[src/rtl/game_pkg.sv]
// -----------------------------------------------------------------------------
// game_pkg
// Shared definitions for the pad input path:
//   - state_e     : poll FSM state encoding
//   - PAD_*       : bit positions in the order the pad shifts them out
//   - IN_*        : bit positions of the decoded input_data word
//   - map_buttons : pad order -> input_data order, with opposing-direction
//                   cancellation (up+down, left+right)
// -----------------------------------------------------------------------------
package game_pkg;

  typedef enum logic [2:0] {
    ST_IDLE     = 3'd0,
    ST_LATCH    = 3'd1,
    ST_SHIFT_LO = 3'd2,
    ST_SHIFT_HI = 3'd3,
    ST_DONE     = 3'd4
  } state_e;

  // Pad serial order (bit index of the shift register)
  localparam int PAD_B      = 0;
  localparam int PAD_Y      = 1;
  localparam int PAD_SELECT = 2;
  localparam int PAD_START  = 3;
  localparam int PAD_UP     = 4;
  localparam int PAD_DOWN   = 5;
  localparam int PAD_LEFT   = 6;
  localparam int PAD_RIGHT  = 7;
  localparam int PAD_A      = 8;
  localparam int PAD_X      = 9;
  localparam int PAD_L      = 10;
  localparam int PAD_R      = 11;
  localparam int PAD_BITS   = 12;

  // Decoded input_data positions
  localparam int IN_SELECT  = 0;
  localparam int IN_START   = 1;
  localparam int IN_Y       = 2;
  localparam int IN_X       = 3;
  localparam int IN_SWORD   = 4;
  localparam int IN_UP      = 5;
  localparam int IN_DOWN    = 6;
  localparam int IN_LEFT    = 7;
  localparam int IN_RIGHT   = 8;
  localparam int IN_ATTACK  = 9;

  // Only pad bits 0..9 matter; L and R are not mapped to any game input.
  function automatic logic [9:0] map_buttons(input logic [9:0] pressed);
    logic [9:0] r;
    r             = 10'b0;
    r[IN_ATTACK]  = pressed[PAD_A];
    r[IN_RIGHT]   = pressed[PAD_RIGHT] & ~pressed[PAD_LEFT];
    r[IN_LEFT]    = pressed[PAD_LEFT]  & ~pressed[PAD_RIGHT];
    r[IN_DOWN]    = pressed[PAD_DOWN]  & ~pressed[PAD_UP];
    r[IN_UP]      = pressed[PAD_UP]    & ~pressed[PAD_DOWN];
    r[IN_SWORD]   = pressed[PAD_B];
    r[IN_X]       = pressed[PAD_X];
    r[IN_Y]       = pressed[PAD_Y];
    r[IN_START]   = pressed[PAD_START];
    r[IN_SELECT]  = pressed[PAD_SELECT];
    return r;
  endfunction

endpackage

[src/rtl/pad_phase_timer.sv]
// -----------------------------------------------------------------------------
// pad_phase_timer
// Counts HALF_PERIOD clk cycles while run_i is high and pulses phase_done_o
// in the last cycle of each half-period. The count restarts immediately, so
// back-to-back phases are seamless. Held at zero whenever run_i is low.
//
// Ports:
//   clk          in   system clock
//   reset        in   synchronous, active-low reset
//   run_i        in   count enable (high during LATCH / SHIFT_LO / SHIFT_HI)
//   phase_done_o out  high in the final cycle of a half-period
// -----------------------------------------------------------------------------
module pad_phase_timer #(
  parameter int HALF_PERIOD = 4
) (
  input  logic clk,
  input  logic reset,
  input  logic run_i,
  output logic phase_done_o
);

  localparam logic [5:0] LAST_CNT = 6'(HALF_PERIOD - 1);

  logic [5:0] cnt_q;
  logic [5:0] cnt_d;

  assign phase_done_o = run_i && (cnt_q == LAST_CNT);

  // Next-count: clear when idle or at end of a half-period, otherwise count up
  always_comb begin
    cnt_d = cnt_q;
    if (!run_i) begin
      cnt_d = 6'd0;
    end else if (cnt_q == LAST_CNT) begin
      cnt_d = 6'd0;
    end else begin
      cnt_d = cnt_q + 6'd1;
    end
  end

  // Phase counter register
  always_ff @(posedge clk) begin
    if (!reset) begin
      cnt_q <= 6'd0;
    end else begin
      cnt_q <= cnt_d;
    end
  end

endmodule

[src/rtl/input_controller.sv]
// -----------------------------------------------------------------------------
// input_controller
// Polls an SNES-style serial pad once per frame_tick and publishes the decoded
// buttons on input_data with a one-cycle trigger pulse.
//
// Poll timing (HP = HALF_PERIOD): LATCH for 2*HP cycles, then 12 bits each of
// HP cycles pad_clk low + HP cycles pad_clk high, then one DONE cycle. The
// trigger lands 1+26*HP cycles after the accepting frame_tick cycle.
//
// Ports:
//   clk         in   system clock
//   reset       in   synchronous, active-low reset
//   frame_tick  in   poll request; ignored unless idle
//   pad_data    in   pad serial data, active-low
//   pad_latch   out  parallel-load strobe to the pad
//   pad_clk     out  shift clock to the pad, idles high
//   input_data  out  decoded buttons (see game_pkg IN_*)
//   trigger     out  one-cycle pulse when input_data updates
//   busy        out  high while a poll is in progress
//
// Build option: define ATTACK_EDGE_EN to make input_data[9] report only a new
// press of A (pressed now, not pressed on the previous completed poll).
// -----------------------------------------------------------------------------
module input_controller
  import game_pkg::*;
#(
  parameter int HALF_PERIOD = 4
) (
  input  logic       clk,
  input  logic       reset,
  input  logic       frame_tick,
  input  logic       pad_data,
  output logic       pad_latch,
  output logic       pad_clk,
  output logic [9:0] input_data,
  output logic       trigger,
  output logic       busy
);

  localparam logic [3:0] LAST_IDX = 4'(PAD_BITS - 1);

  state_e      state_q;
  logic [3:0]  idx_q;
  logic [11:0] shift_q;
  logic [11:0] shift_d;
  logic        pad_latch_q;
  logic        pad_clk_q;
  logic [9:0]  input_data_q;
  logic        trigger_q;
  logic        busy_q;
  logic [9:0]  next_data_s;
  logic        run_s;
  logic        phase_done_s;
  logic        unused_lr_s;

  assign pad_latch  = pad_latch_q;
  assign pad_clk    = pad_clk_q;
  assign input_data = input_data_q;
  assign trigger    = trigger_q;
  assign busy       = busy_q;

  // L and R are shifted in to keep the bit count honest, then dropped
  assign unused_lr_s = ^shift_q[11:10];

  assign run_s = (state_q == ST_LATCH) || (state_q == ST_SHIFT_LO) ||
                 (state_q == ST_SHIFT_HI);

  pad_phase_timer #(
    .HALF_PERIOD (HALF_PERIOD)
  ) u_timer (
    .clk          (clk),
    .reset        (reset),
    .run_i        (run_s),
    .phase_done_o (phase_done_s)
  );

  // Shift register with the current bit (pad data inverted to active-high) merged in
  always_comb begin
    shift_d = shift_q | ({11'b0, ~pad_data} << idx_q);
  end

`ifdef ATTACK_EDGE_EN
  logic prev_a_q;

  // Decoded word; attack only on a fresh press of A
  always_comb begin
    next_data_s            = map_buttons(shift_q[9:0]);
    next_data_s[IN_ATTACK] = shift_q[PAD_A] & ~prev_a_q;
  end

  // Remember A from the last completed poll
  always_ff @(posedge clk) begin
    if (!reset) begin
      prev_a_q <= 1'b0;
    end else if ((state_q == ST_SHIFT_HI) && phase_done_s && (idx_q == LAST_IDX)) begin
      prev_a_q <= shift_q[PAD_A];
    end else begin
      prev_a_q <= prev_a_q;
    end
  end
`else
  // Decoded word; attack follows the A level of this poll
  always_comb begin
    next_data_s            = map_buttons(shift_q[9:0]);
    next_data_s[IN_ATTACK] = shift_q[PAD_A];
  end
`endif

  // Poll FSM with registered pad and status outputs
  always_ff @(posedge clk) begin
    if (!reset) begin
      state_q      <= ST_IDLE;
      idx_q        <= 4'd0;
      shift_q      <= 12'd0;
      pad_latch_q  <= 1'b0;
      pad_clk_q    <= 1'b1;
      input_data_q <= 10'd0;
      trigger_q    <= 1'b0;
      busy_q       <= 1'b0;
    end else begin
      trigger_q <= 1'b0;
      case (state_q)
        ST_IDLE: begin
          if (frame_tick) begin
            state_q     <= ST_LATCH;
            idx_q       <= 4'd0;
            shift_q     <= 12'd0;
            pad_latch_q <= 1'b1;
            busy_q      <= 1'b1;
          end
        end
        // The latch spans two timer half-periods; idx_q counts them so the
        // 6-bit phase counter never has to reach 2*HALF_PERIOD.
        ST_LATCH: begin
          if (phase_done_s) begin
            if (idx_q == 4'd1) begin
              state_q     <= ST_SHIFT_LO;
              idx_q       <= 4'd0;
              pad_latch_q <= 1'b0;
              pad_clk_q   <= 1'b0;
            end else begin
              idx_q <= idx_q + 4'd1;
            end
          end
        end
        // Sample in the last low cycle, just before pad_clk rises
        ST_SHIFT_LO: begin
          if (phase_done_s) begin
            shift_q   <= shift_d;
            state_q   <= ST_SHIFT_HI;
            pad_clk_q <= 1'b1;
          end
        end
        // Output registers load on entry to DONE so trigger and the new
        // input_data appear together in the DONE cycle.
        ST_SHIFT_HI: begin
          if (phase_done_s) begin
            if (idx_q == LAST_IDX) begin
              state_q      <= ST_DONE;
              input_data_q <= next_data_s;
              trigger_q    <= 1'b1;
            end else begin
              idx_q     <= idx_q + 4'd1;
              state_q   <= ST_SHIFT_LO;
              pad_clk_q <= 1'b0;
            end
          end
        end
        ST_DONE: begin
          state_q <= ST_IDLE;
          busy_q  <= 1'b0;
        end
        default: begin
          state_q     <= ST_IDLE;
          idx_q       <= 4'd0;
          pad_latch_q <= 1'b0;
          pad_clk_q   <= 1'b1;
          busy_q      <= 1'b0;
        end
      endcase
    end
  end

endmodule
[config.mk]
export PLATFORM = sky130hd
export DESIGN_NAME = input_controller
export DESIGN_NICKNAME = d
export VERILOG_FILES = /design/src/rtl/game_pkg.sv /design/src/rtl/pad_phase_timer.sv /design/src/rtl/input_controller.sv
export SDC_FILE = /design/constraint.sdc
export NUM_CORES = 1
export LEC_CHECK = 0
export ABC_AREA = 1
export BUFFER_PORTS_ARGS = -buffer_cell sky130_fd_sc_hd__buf_2
export CAP_MARGIN = 20
export CORE_UTILIZATION = 50
export CTS_BUF_LIST = sky130_fd_sc_hd__clkbuf_16
export DETAILED_ROUTE_END_ITERATION = 16
export GPL_TIMING_DRIVEN = 0
export PLACE_DENSITY = 0.7
export SYNTH_ARGS = -nofsm -noshare
export SYNTH_HDL_FRONTEND = slang
export SYNTH_SLANG_ARGS = --single-unit
[constraint.sdc]
create_clock -name clk -period 2.8 [get_ports clk]
set_clock_uncertainty 0.1 [all_clocks]
set_input_delay 0.28 -clock clk [delete_from_list [all_inputs] [get_ports clk]]
set_output_delay 0.28 -clock clk [all_outputs]
set_load 0.02 [all_outputs]
==> impl_metrics.yaml, run 1 <==
synthesis:
  synth_cells: 238
  yosys_warnings: 0
  synth_seq_cells: 37
  avgSynthCellArea_um2: 7.10
  syn-num-nets: 245
  ys_types: 23
  seq_area_frac_synth_pct: 43.9
  synth_area_um2: 1690
layout:
  final_util_pct: 63.5
  layout.nets: 268
  mostFrequentLayoutCells: "nor2_1, nand2_1, dfxtp_1"
  area_delta_synth_final_pct: 17.6
  regArea_um2: 741
  final_common_cell: "nor2_1"
  layout-drive-gt1-share_pct: 14.9
  antenna_cells: 0
  multi_input_area_um2: 787
  n_fill_cell: 265
worst_setup_path:
  r2r_slack_ps: 1070
  critical_path_class: "register to register"
  rr_endpoint: "input_data[7]"
  endpoint: "input_data[7]"
  startpoint: "idx_q[0]"
  r2r-start: "idx_q[0]"
  startpoint_type: "register"
  worstPathRequired_ps: 2850
  critPathArrivalTime_ps: 1780
  r2r_cells: 7
  endpoint_kind: "register"
  critPathMaxFanout: 10
clock_tree:
  cts_resized: 0
  tritoncts: "built"
  ctsHoldBuffers: 0
  cts-buffers-inserted: 5
  insertion_delay_ps: 270
  cts_buffer_depth: 2
  clkTransAtPathRegs_ps: 50
  root_buffer: "clkbuf_16"
  clock_sinks: 37
  cts_setup_buffers: 0
  cts-htree-levels: 2
global_route:
  gr-usage-met2_pct: 30.5
  antenna_found_initial: 0
  grt.busiest_layer: "met2"
  grt_pass1_vias: 1198
  overflow: 0
  grt.met1_usage_pct: 26.6
  grt_pass1_wl_um: 5260
  grt_max_degree: 12
  grt_use_total_pct: 19.8
  met3_usage_pct: 5.84
timing:
  hold_ws_ps: 218
  rsz0062_at_grt: "no"
  relSlewSlack_pct: 66.4
  max_freq_mhz: 579
  hold_viol_final: 0
  setup_viol: 0
  drv_slew: 0
  tns_ps: 0
  min_period_ps: 1730
  finalCritPeriodShare_pct: 61.7
  max_slew.worst_pin.slew_ps: 504
floorplanning:
  initial_utilization_pct: 54.0
  core_area_um2: 3130
  boundaryPins: 18
  rows: 20
  die-area_um2: 3610
  die_h_um: 60.1
  die_x_um: 60.1
route:
  drc: 0
  vias: 1471
  post_drt_via_cell_ratio: 4.81
  postRouteAntennaNets: 0
  routed_wirelength_um: 3160
  drt-wirelength-per-cell_um: 10.3
  first_iter_violations: 70
  dr.pass1.iters: 4
hold_path:
  min_path_type: "primary input to register"
place:
  portBuffers: 16
  dp_hpwl_um: 2280
  place.gp.congestion: 0.873
pwr:
  leakagePower_nw: 0.866
  ir_drop_mv: 0.607
  power_density_nw_per_um2: 918
run_status:
  status: "complete, no violations"
job:
  drv_cap: 0
worst max-delay path, cell delays in order (launching register included):
cell and delay (ps):
dfxtp_1 420, ha_1 220, nand3_1 140, nor2_1 220, nand3_2 170, buf_6 180
nand3_1 60, o21ai_0 80
per-layer routing:
layer / up-vias / share of wire (%)
met1: 637 / 51
met5: - / 0
li1: 805 / -
met3: 2 / 3.1
met4: 0 / 0.38
met2: 27 / 45
sequential cells by signal, summed over array words and instances (netlist names):
name / flops
idx_q: 4
state_q: 3
u_timer.cnt_q: 6
shift_q: 10
trigger: 1
busy: 1
input_data: 10
pad_latch: 1
pad_clk: 1
Yosys cell counts:
| library cell | count | area [um2] |
|---|---|---|
| buf_6 | 1 | 11.3 |
| nor3_1 | 3 | 15.0 |
| buf_1 | 1 | 3.75 |
| a21oi_1 | 24 | 120 |
| nor2_1 | 38 | 143 |
| nand4_1 | 1 | 6.26 |
| buf_4 | 1 | 7.51 |
| inv_1 | 31 | 116 |
| nand2_1 | 37 | 139 |
| o21ai_2 | 1 | 8.76 |
| nor2_2 | 2 | 12.5 |
| ha_1 | 3 | 37.5 |
| nand3_1 | 24 | 120 |
| and3_1 | 1 | 6.26 |
| nor2_4 | 2 | 22.5 |
| inv_2 | 2 | 7.51 |
| dfxtp_1 | 37 | 741 |
| nor3b_1 | 2 | 15.0 |
| nand2_2 | 3 | 18.8 |
| nand3_2 | 2 | 20.0 |
| o21ai_0 | 17 | 85.1 |
| buf_2 | 3 | 15.0 |
| xor2_1 | 2 | 17.5 |
report_power, final:
part	leakage, nW	total [W]	switching (W)	internal (W)
logic	0.483	0.000566	0.000385	0.000181
registers	0.300	0.000649	0.0000621	0.000587
clock network	0.0826	0.000607	0.000194	0.000413
total	0.866	0.00182	0.000641	0.00118
final cells by class:
class | instances | share of cell area, %
timing repair buffer | 16 | 4.03
multi-input combinational | 162 | 39.6
clock buffer | 5 | 6.30
sequential | 37 | 37.3
buffer | 6 | 1.89
clock inverter | 3 | 1.89
inverter | 33 | 6.23
tap | 44 | 2.77
logic make-up (layout without fill, tap and decap cells):
group / count (synthesis) / count (layout) / share of synthesized area (%)
simple gates: 115 / 115 / 30.7
buf+inv: 39 / 63 / 9.56
xor+xnor: 2 / 2 / 1.04
fa+ha+maj: 3 / 3 / 2.22
compound gates: 42 / 42 / 12.7
flops: 37 / 37 / 43.9
worst min path at each step:
stage / slack, ps / to / start / cells past startpoint
floorplan: 320 / u_timer.cnt_q[0] / u_timer.cnt_q[0] / 1
global placement: 330 / input_data[2] / input_data[2] / 2
detailed placement: 330 / input_data[2] / input_data[2] / 2
CTS: 210 / input_data[2] / reset / 3
global route: 240 / input_data[3] / reset / 3
finish: 220 / input_data[2] / reset / 3
stage by stage:
stage          worst slack, ps  area (um2)  cells  total power [W]
6_report                  1070        1990    306          0.00182
5_1_grt                    925        1990    306          0.00195
4_1_cts                   1080        1990    306          0.00183
3_5_place_dp              1100        1820    298          0.00122
3_3_place_gp              1100        1820    298          0.00122
2_1_floorplan             1330        1690    238          0.00110
(Power assumes the default switching activity.)
==> run 2: changes to the inputs <==
--- a/config.mk
+++ b/config.mk
@@ -12,7 +12,7 @@
 export CTS_BUF_LIST = sky130_fd_sc_hd__clkbuf_16
 export DETAILED_ROUTE_END_ITERATION = 16
 export GPL_TIMING_DRIVEN = 0
-export PLACE_DENSITY = 0.7
+export PLACE_DENSITY = 0.72
 export SYNTH_ARGS = -nofsm -noshare
 export SYNTH_HDL_FRONTEND = slang
 export SYNTH_SLANG_ARGS = --single-unit
==> constraint.sdc (replaced) <==
create_clock -name clk -period 1.4 [get_ports clk]
set_clock_uncertainty 0.1 [all_clocks]
set_input_delay 0.14 -clock clk [delete_from_list [all_inputs] [get_ports clk]]
set_output_delay 0.14 -clock clk [all_outputs]
set_load 0.02 [all_outputs]
==> run 2 against run 1 <==
The run now ends with negative setup slack left; die area stayed put; non-clock buffer count is 6 higher; fmax is 19% higher; register-to-register slack worse by 1100 ps; count of clock-buffer cells in the layout stayed put; sequential power is 110% higher; sequential cell count stayed put; combinational power grew to 2.8 times the previous value; largest power group is now combinational cells.
==> impl_metrics.yaml, run 2 (synthesis gave the netlist of run 1 again) <==
clock_tree:
  root_buffer: "clkbuf_16"
  clkTransAtPathRegs_ps: 60
  cts_buffer_depth: 2
  insertion_delay_ps: 280
  clock_sinks: 37
  ctsHoldBuffers: 0
  tritoncts: "built"
  cts-htree-levels: 2
  cts-buffers-inserted: 5
global_route:
  grt_pass1_wl_um: 6240
  grt_pass1_vias: 1414
  overflow: 0
  antenna_found_initial: 0
  grt_use_total_pct: 23.9
  grt_max_degree: 14
floorplanning:
  die-area_um2: 3610
  boundaryPins: 18
  die_h_um: 60.1
  core_area_um2: 3130
  initial_utilization_pct: 54.0
  die_x_um: 60.1
  rows: 20
worst_setup_path:
  worstPathRequired_ps: 1500
  critPathMaxFanout: 5
  startpoint_type: "register"
  slowest_stage: "dfxtp_4"
  critical_path_class: "register to register"
  critPathMaxStageDelay_ps: 370
  r2r_slack_ps: -50
  critPathBufInv: 0
  critPathArrivalTime_ps: 1550
  crit_family: "simple AND/OR/NAND/NOR gates"
  crit_chain: "ha_4 > nand3_4 > nor2_4 > nand4_1 > o21ai_0"
  endpoint_kind: "register"
route:
  post_drt_via_cell_ratio: 5.19
  postRouteAntennaNets: 0
  drt-wirelength-per-cell_um: 13.5
  drc: 0
  routed_wirelength_um: 4230
  dr.pass1.iters: 4
  vias: 1631
  first_iter_violations: 71
pwr:
  leakagePower_nw: 0.934
  power_w: 0.00444
  power_density_nw_per_um2: 1930
  ir_drop_mv: 1.23
hold_path:
  min_path_type: "primary input to register"
layout:
  antenna_cells: 0
  mostFrequentLayoutCells: "nand2_1, dfxtp_1, nor2_1"
  layout-drive-gt1-share_pct: 33.0
  area_delta_synth_final_pct: 36.4
  layout.nets: 276
job:
  drv_cap: 0
timing:
  finalCritPeriodShare_pct: 104
  max_slew.worst_pin.slew_ps: 563
  setup_viol: 6
  hold_viol_final: 0
  setup_ws_ps: -50.4
  max_freq_mhz: 689
  tns_ps: -124
  relSlewSlack_pct: 62.5
  min_period_ps: 1450
  rsz0062_at_grt: "yes"
  drv_slew: 0
place:
  pre_cts_ws_ps: -173
  dp_hpwl_um: 2330
  portBuffers: 16
  place.gp.congestion: 0.859
run_status:
  status: "finished with violations"
  violations: "negative setup slack"
## run 2: path summary, 6_finish.rpt
kind	start	end	cells past startpoint
setup / recovery	idx_q[1]	input_data[8]	5
hold / removal	reset	input_data[1]	3
setup reg to reg	idx_q[1]	input_data[8]	5
hold reg to reg	input_data[0]	input_data[0]	2
## run 2: where the power goes
group | internal, W | switching (W) | leakage [nW]
combinational | 0.000564 | 0.00101 | 0.535
clock | 0.00103 | 0.000459 | 0.0944
sequential | 0.00121 | 0.000164 | 0.304
## run 2: through the flow
step,instances,instance area [um2],hold WS [ps],util (%)
finish,314,2300,80.7,73.7
global route,314,2300,89.2,73.7
CTS,309,2180,72.2,69.7
detailed placement,298,1840,332,58.7
global placement,298,1840,330,58.7
floorplan,238,1700,318,-
## run 2: worst reg2reg max path: cells and delay by family, from the launching register on
| family | cells | cell delay [ps] |
|---|---|---|
| compound gates | 1 | 230 |
| flops | 1 | 370 |
| simple gates | 3 | 510 |
| fa+ha+maj | 1 | 150 |
## run 2: per-layer routing
layer  vias to the layer above  wire length [um]  track usage (%)
met2                        40              2000             38.5
met5                         -                 0                0
li1                        834                 -                -
met3                        13               202             7.58
met1                       744              1910             28.8
met4                         0               121             11.3
## run 2: final cells by class
cell class,count,area [um2]
flip-flops and latches,37,761
clock inverters,3,68.8
inverters,33,126
clock buffers,5,125
fillers,237,823
repair buffers,23,130
well taps,44,55.1
plain buffers,5,46.3
multi-input cells,164,992
## run 2: timing repair
action | CTS | global route
gates resized for setup | 36 | 31
setup buffers | 1 | 5
gates cloned | 2 | 1
endpoints found under the setup margin | 30 | 28
pin swaps | 6 | 17
